<file path="config.mk">
export PLATFORM = sky130hd
export DESIGN_NAME = fetch_prefetch_queue
export DESIGN_NICKNAME = d
export VERILOG_FILES = /design/src/rtl/fetch_prefetch_queue_pkg.sv /design/src/rtl/fetchq_store.sv /design/src/rtl/fetch_prefetch_queue.sv
export SDC_FILE = /design/constraint.sdc
export NUM_CORES = 1
export LEC_CHECK = 0
export BUFFER_PORTS_ARGS = -buffer_cell sky130_fd_sc_hd__buf_2
export CORE_ASPECT_RATIO = 0.75
export CORE_MARGIN = 8
export CORE_UTILIZATION = 50
export CTS_BUF_LIST = sky130_fd_sc_hd__clkbuf_8
export DETAILED_ROUTE_END_ITERATION = 12
export GPL_TIMING_DRIVEN = 1
export PLACE_DENSITY = 0.73
export SLEW_MARGIN = 20
export SYNTH_ARGS = -nofsm -noshare
export SYNTH_HDL_FRONTEND = slang
export SYNTH_HIERARCHICAL = 1
export SYNTH_SLANG_ARGS = --single-unit
</file>
<file path="constraint.sdc">
create_clock -name clk -period 21.7 [get_ports clk]
set_clock_uncertainty 0.2 [all_clocks]
set_input_delay 4.34 -clock clk [delete_from_list [all_inputs] [get_ports clk]]
set_output_delay 4.34 -clock clk [all_outputs]
set_load 0.02 [all_outputs]
</file>
<file path="src/rtl/fetch_prefetch_queue_pkg.sv">
`default_nettype none
// ============================================================================
// Module : fetch_prefetch_queue_pkg
// Brief  : Bus/MMU encodings and queue entry layout shared by the fetch queue.
// Rev    : 1.0  initial release
// ============================================================================
package fetch_prefetch_queue_pkg;

    typedef enum logic [1:0] {
        MEM_ACCESS_NONE = 2'd0,
        MEM_ACCESS_R    = 2'd1,
        MEM_ACCESS_W    = 2'd2,
        MEM_ACCESS_X    = 2'd3
    } memAccess_t;

    typedef enum logic [1:0] {
        MEM_LEN_B = 2'd0,
        MEM_LEN_H = 2'd1,
        MEM_LEN_W = 2'd2
    } memLen_t;

    typedef enum logic [2:0] {
        MMU_EXCEPTION_NONE        = 3'd0,
        MMU_EXCEPTION_TLB_MISS    = 3'd1,
        MMU_EXCEPTION_TLB_INVALID = 3'd2,
        MMU_EXCEPTION_TLB_MOD     = 3'd3,
        MMU_EXCEPTION_ADDR_ERR    = 3'd4
    } mmuException_t;

    localparam int c_MMU_EXC_W      = $bits(mmuException_t);
    localparam int c_FETCHQ_ENTRY_W = 64 + c_MMU_EXC_W;
    localparam int c_ENTRY_INS_LSB  = 0;
    localparam int c_ENTRY_PC_LSB   = 32;
    localparam int c_ENTRY_EXC_LSB  = 64;

    function automatic logic [c_FETCHQ_ENTRY_W-1:0] packEntry(
        input logic [31:0]   ins,
        input logic [31:0]   pc,
        input mmuException_t exc
    );
        return {exc, pc, ins};
    endfunction

endpackage
`default_nettype wire

</file>
<file path="src/rtl/fetchq_store.sv">
`default_nettype none
// ============================================================================
// Module : fetchq_store
// Brief  : DEPTH x WIDTH register array, synchronous write, asynchronous read.
// Rev    : 1.0  initial release
// ============================================================================
module fetchq_store #(
    parameter int DEPTH = 4,
    parameter int WIDTH = 67
) (
    input  logic                     clk,
    input  logic                     wrEn,
    input  logic [$clog2(DEPTH)-1:0] wrAddr,
    input  logic [WIDTH-1:0]         wrData,
    input  logic [$clog2(DEPTH)-1:0] rdAddr,
    output logic [WIDTH-1:0]         rdData
);

    // Contents are unreset; the owner tracks validity through its occupancy count.
    logic [WIDTH-1:0] r_mem [DEPTH];

    always_ff @(posedge clk) begin
        if (wrEn) begin
            r_mem[wrAddr] <= wrData;
        end
    end

    assign rdData = r_mem[rdAddr];

endmodule
`default_nettype wire

</file>
<file path="src/rtl/fetch_prefetch_queue.sv">
`default_nettype none
// ============================================================================
// Module : fetch_prefetch_queue
// Brief  : Run-ahead instruction fetch queue with redirect flush and fault tags.
// Rev    : 1.0  initial release
// ============================================================================
module fetch_prefetch_queue
    import fetch_prefetch_queue_pkg::*;
#(
    parameter int          DEPTH    = 4,
    parameter logic [31:0] RESET_PC = 32'h0,
    parameter logic [31:0] PC_STEP  = 32'd4
) (
    input  logic                       clk,
    input  logic                       res,
    output logic [31:0]                db_addr,
    output memAccess_t                 db_accessType,
    output memLen_t                    db_memLen,
    input  logic [31:0]                db_dataIn,
    input  logic                       db_ready,
    input  mmuException_t              mmu_exception,
    input  logic                       redirect,
    input  logic [31:0]                redirect_pc,
    output logic                       q_valid,
    output logic [31:0]                q_ins,
    output logic [31:0]                q_pc,
    output mmuException_t              q_exc,
    input  logic                       q_pop,
    output logic [$clog2(DEPTH):0]     q_count
);

    localparam int c_PW = $clog2(DEPTH);
    localparam int c_CW = c_PW + 1;

    logic [31:0]                 r_fetchPc;
    logic [c_PW-1:0]             r_rdPtr;
    logic [c_PW-1:0]             r_wrPtr;
    logic [c_CW-1:0]             r_count;
    logic                        r_halted;

    logic                        w_req;
    logic                        w_fault;
    logic                        w_push;
    logic                        w_pop;
    logic                        w_valid;
    logic [c_FETCHQ_ENTRY_W-1:0] w_wrData;
    logic [c_FETCHQ_ENTRY_W-1:0] w_rdData;

    assign w_req   = !res && !r_halted && !redirect && (r_count < c_CW'(DEPTH));
    // A fault completes the request on its own; the bus handshake is irrelevant then.
    assign w_fault = w_req && (mmu_exception != MMU_EXCEPTION_NONE);
    assign w_push  = w_req && (db_ready || w_fault);
    assign w_valid = (r_count != '0);
    assign w_pop   = q_pop && w_valid;

    assign w_wrData = w_fault ? packEntry(32'h0, r_fetchPc, mmu_exception)
                              : packEntry(db_dataIn, r_fetchPc, MMU_EXCEPTION_NONE);

    fetchq_store #(
        .DEPTH (DEPTH),
        .WIDTH (c_FETCHQ_ENTRY_W)
    ) u_store (
        .clk    (clk),
        .wrEn   (w_push),
        .wrAddr (r_wrPtr),
        .wrData (w_wrData),
        .rdAddr (r_rdPtr),
        .rdData (w_rdData)
    );

    always_ff @(posedge clk) begin
        if (res) begin
            r_fetchPc <= RESET_PC;
            r_rdPtr   <= '0;
            r_wrPtr   <= '0;
            r_count   <= '0;
            r_halted  <= 1'b0;
        end else if (redirect) begin
            r_fetchPc <= redirect_pc;
            r_rdPtr   <= '0;
            r_wrPtr   <= '0;
            r_count   <= '0;
            r_halted  <= 1'b0;
        end else begin
            if (w_push) begin
                r_wrPtr <= r_wrPtr + 1'b1;
                if (w_fault) begin
                    r_halted <= 1'b1;
                end else begin
                    r_fetchPc <= r_fetchPc + PC_STEP;
                end
            end
            if (w_pop) begin
                r_rdPtr <= r_rdPtr + 1'b1;
            end
            case ({w_push, w_pop})
                2'b10:   r_count <= r_count + 1'b1;
                2'b01:   r_count <= r_count - 1'b1;
                default: r_count <= r_count;
            endcase
        end
    end

    assign db_addr       = r_fetchPc;
    assign db_accessType = w_req ? MEM_ACCESS_X : MEM_ACCESS_NONE;
    assign db_memLen     = MEM_LEN_W;

    assign q_valid = w_valid;
    assign q_count = r_count;
    assign q_ins   = w_valid ? w_rdData[c_ENTRY_INS_LSB +: 32] : 32'h0;
    assign q_pc    = w_valid ? w_rdData[c_ENTRY_PC_LSB +: 32] : 32'h0;
    assign q_exc   = w_valid ? mmuException_t'(w_rdData[c_ENTRY_EXC_LSB +: c_MMU_EXC_W])
                             : MMU_EXCEPTION_NONE;

endmodule
`default_nettype wire
</file>
==> PnR_summary.wiki <==
{| class="wikitable"
! Metric !! Value
|-
| Run status || finished clean
|-
| Area of the mapped netlist || between 10000 and 15000 um2
|-
| Final clock period utilization by the worst path || 0.475
|-
| Buffer cell driving the clock tree root || sky130_fd_sc_hd__clkbuf_8
|-
| Number of top-level pins || 179
|-
| Cells along the critical path || buf_2 -> nor4_2 -> buf_4 -> buf_2
|-
| Die X-Extent || 202 um
|-
| H-tree depth reported by CTS || 2
|-
| Worst-case vdd ir drop || about 0.055 mV
|-
| Placer congestion estimate || 0.822
|-
| Depth of the worst register-to-register path || 9
|-
| # fillers || 2004
|-
| Final slew viol count || 0
|-
| Net switching power of the design || 0.277 mW
|-
| Violation count after the first detailed-route iteration || just under 600
|-
| Power share of the combinational group || 0.060
|-
| Maximum root-to-sink buffer count || 3
|-
| Startpoint type of the worst setup path || input port
|-
| Number of flops mapped to enable cells by yosys || 268
|-
| Detailed placement HPWL || 17900 um
|-
| Most used DFF post-synth || sky130_fd_sc_hd__edfxtp_1
|-
| CP peak stage delay || 0.64 ns
|-
| CP max-delay cell || sky130_fd_sc_hd__nor4_2
|-
| Core Footprint || 25800 um2
|-
| Reported max-cap violation count || 0
|-
| FF+latch count, synth || 308
|-
| Sequential-to-total area share from yosys stat || 0.679
|-
| CTS resizes || 0
|-
| Skew-Pair Late Insertion Delay || ~0.55 ns
|-
| Type of element capturing the critical path || output pin
|-
| Footprint of the flip-flops and latches || slightly below 9000 um2
|-
| Most Frequent Cell on Critical Path || sky130_fd_sc_hd__buf_2
|-
| Average routed wire per standard cell || 21.7 um
|-
| Top library cells by usage in the layout, fill and taps aside || 268 x sky130_fd_sc_hd__edfxtp_1, 176 x sky130_fd_sc_hd__buf_2, 76 x sky130_fd_sc_hd__and2_1
|-
| Remaining antenna violation count || 0
|-
| Static Leak || 5.29 nW
|-
| Post-CTS setup repair buffer count || 0
|-
| First-pass iteration count of the detailed router || 5
|-
| Share of total power in sequential cells || 0.559
|-
| Total length of routed wires || between 20000 and 30000 um
|-
| Number of buffers created by CTS || 49
|-
| Die Height || 156 um
|-
| CTS tree || done
|-
| Most common cell after layout, fill and taps aside || sky130_fd_sc_hd__edfxtp_1
|-
| Hold bufs inserted after CTS || 0
|-
| Wire length of the first global-routing pass || 44500 um
|-
| Mean Syn Cell Area || 16.4 um2
|-
| Syn nets || slightly below 900
|-
| Switching share of total power || 0.230
|-
| Count of nets after finishing || a little over 1000
|-
| Required arrival time at the worst endpoint || 17.16 ns
|-
| Number of instances on the worst hold path || 1
|-
| Distinct cells, synth || 60
|-
| Sink Count || 308
|-
| Vias in the first global route || 7741
|-
| Final critical delay including setup and external delays || 10.30 ns
|-
| Worst-path clk slew || roughly 0.07 ns
|-
| Worst slew margin || 0.298
|-
| Area of combinational cells with multiple inputs || roughly 3600 um2
|-
| Residual overflow from global routing || 0
|-
| P per Cell Area || 81.2 nW/um2
|-
| Tot GR Track Use || 0.181
|-
| Instance count of the mapped netlist || slightly below 800
|-
| Max frequency || just under 0.1 GHz
|-
| Cell row count || 51
|-
| Antenna violations before repair || 0
|-
| Total negative slack for setup checks || 0 ns
|-
| Share of post-route cells with drive strength above 1 || 0.338
|-
| Final count of negative-setup-slack endpoints || 0
|-
| Fraction of synthesis flops using an asynchronous set or reset pin || 0
|-
| Worst Hold Class || flop to flop
|-
| Die Area || approximately 32000 um2
|-
| Count of inserted antenna diode cells || 0
|-
| Peak fanout along the critical path || 31
|-
| Kind of critical path || input port to output pin
|-
| Number of port buffers || 176
|-
| Effective utilization at floorplan || 0.505
|-
| Drc violations || 0
|-
| Crit path DAT || about 5.8 ns
|-
| Clock Power Share || 0.382
|-
| Actual transition at the worst max-transition pin || 1.05 ns
|-
| Vias after detailed routing || 7375
|-
| Warnings, synthesis || 6
|-
| Unrepaired setup endpoints after global routing || false
|-
| Area Overhead vs Synth || 13.7%
|-
| Worst slack on hold paths || 0.279 ns
|-
| Average vias per placed instance || 5.52
|-
| Largest net degree at the start of global routing || 69
|-
| Cell internal pwr || about 0.93 mW
|-
| Final-report hold violation count || 0
|}
## layer usage
layer | vias up | global-route usage | routed length [um]
met1 | 3710 | 0.249 | 13000
met2 | 259 | 0.286 | 13400
li1 | 3354 | - | -
met4 | 0 | 0.0507 | 580
met5 | - | 0 | 0
met3 | 52 | 0.0444 | 2050
## cell usage after synthesis (2+ instances only)
| cell type | count | area [um2] |
|---|---|---|
| sky130_fd_sc_hd__buf_6 | 3 | 33.8 |
| sky130_fd_sc_hd__nand2_1 | 30 | 113 |
| sky130_fd_sc_hd__nor2b_1 | 32 | 200 |
| sky130_fd_sc_hd__nand3_1 | 16 | 80.1 |
| sky130_fd_sc_hd__mux4_2 | 67 | 1510 |
| sky130_fd_sc_hd__and3b_1 | 2 | 17.5 |
| sky130_fd_sc_hd__and4_1 | 3 | 26.3 |
| sky130_fd_sc_hd__buf_2 | 5 | 25.0 |
| sky130_fd_sc_hd__and3_1 | 6 | 37.5 |
| sky130_fd_sc_hd__edfxtp_1 | 268 | 8050 |
| sky130_fd_sc_hd__and2_1 | 76 | 475 |
| sky130_fd_sc_hd__buf_12 | 4 | 80.1 |
| sky130_fd_sc_hd__nor4_2 | 3 | 37.5 |
| sky130_fd_sc_hd__a32oi_1 | 4 | 35.0 |
| sky130_fd_sc_hd__a21oi_1 | 13 | 65.1 |
| sky130_fd_sc_hd__buf_1 | 5 | 18.8 |
| sky130_fd_sc_hd__o311ai_1 | 2 | 17.5 |
| sky130_fd_sc_hd__nor3_1 | 5 | 25.0 |
| sky130_fd_sc_hd__inv_1 | 8 | 30.0 |
| sky130_fd_sc_hd__ha_1 | 2 | 25.0 |
| sky130_fd_sc_hd__nor4_4 | 2 | 42.5 |
| sky130_fd_sc_hd__xor2_1 | 11 | 96.3 |
| sky130_fd_sc_hd__nand4b_1 | 2 | 17.5 |
| sky130_fd_sc_hd__clkbuf_1 | 19 | 71.3 |
| sky130_fd_sc_hd__a211oi_1 | 7 | 52.6 |
| sky130_fd_sc_hd__mux2i_1 | 4 | 40.0 |
| sky130_fd_sc_hd__or2_2 | 2 | 12.5 |
| sky130_fd_sc_hd__xnor2_1 | 7 | 61.3 |
| sky130_fd_sc_hd__nand4_1 | 16 | 100 |
| sky130_fd_sc_hd__a41oi_1 | 2 | 17.5 |
| sky130_fd_sc_hd__nor4_1 | 2 | 12.5 |
| sky130_fd_sc_hd__a31oi_1 | 10 | 62.6 |
| sky130_fd_sc_hd__dfxtp_1 | 40 | 801 |
| sky130_fd_sc_hd__buf_4 | 39 | 293 |
| sky130_fd_sc_hd__or3_1 | 3 | 18.8 |
| sky130_fd_sc_hd__o21ai_1 | 12 | 60.1 |
| sky130_fd_sc_hd__nor2_1 | 38 | 143 |
| sky130_fd_sc_hd__conb_1 | 2 | 7.51 |
## metrics by stage
step                cells  worst slack, ns  power [mW]  instance area [um2]  utilization
floorplan             794            10.83       0.731                13000            -
global placement     1247            11.43       0.754                13900        0.539
detailed placement   1247            11.38       0.757                13900        0.539
CTS                  1336            11.38        1.22                14800        0.574
global route         1336            11.25        1.25                14800        0.574
finish               1336            11.40        1.20                14800        0.574
## worst paths after layout
check | slack, ns | to | start
hold reg to reg | 0.28 | r_halted | r_halted
setup reg to reg | 18.45 | q_count[2] | q_count[2]
setup / recovery | 11.40 | db_accessType[0] | res
hold / removal | 0.28 | r_halted | r_halted
## sequential cells by signal, summed over array words and instances, names as in the netlist
register	flops
r_halted	1
r_wrPtr	2
u_store/r_mem	268
db_addr	32
r_rdPtr	2
q_count	3
## cell families after synthesis
kind of cell	synth area share
AOI/OAI and AO/OA	0.0319
xor gates and xnor gates	0.0121
adders and majority gates	0.00346
buffers and inverters	0.0427
DFF	0.679
muxes	0.120
other	0.000577
and+or+nand+nor	0.110
## power by group through the flow
stage / combinational [mW] / clock (mW) / sequential (mW)
6_report: 0.0716 / 0.459 / 0.672
3_5_place_dp: 0.0725 / 0 / 0.684
3_3_place_gp: 0.0713 / 0 / 0.683
5_1_grt: 0.0779 / 0.499 / 0.673
4_1_cts: 0.0728 / 0.474 / 0.672
2_1_floorplan: 0.0515 / 0 / 0.680
## layout make-up
type                       count  share of cell area
clock buffer                  50              0.0465
multi-input combinational    402               0.246
inverter                       9             0.00228
timing repair buffer         184              0.0636
tap                          344              0.0291
clock inverter                39              0.0145
sequential                   308               0.598
## critical path: cells and delay by family
family	cells	cell delay (ns)
buf+inv	3	0.76
simple gates	1	0.64
Note: power is estimated with default switching activity, not from simulation.
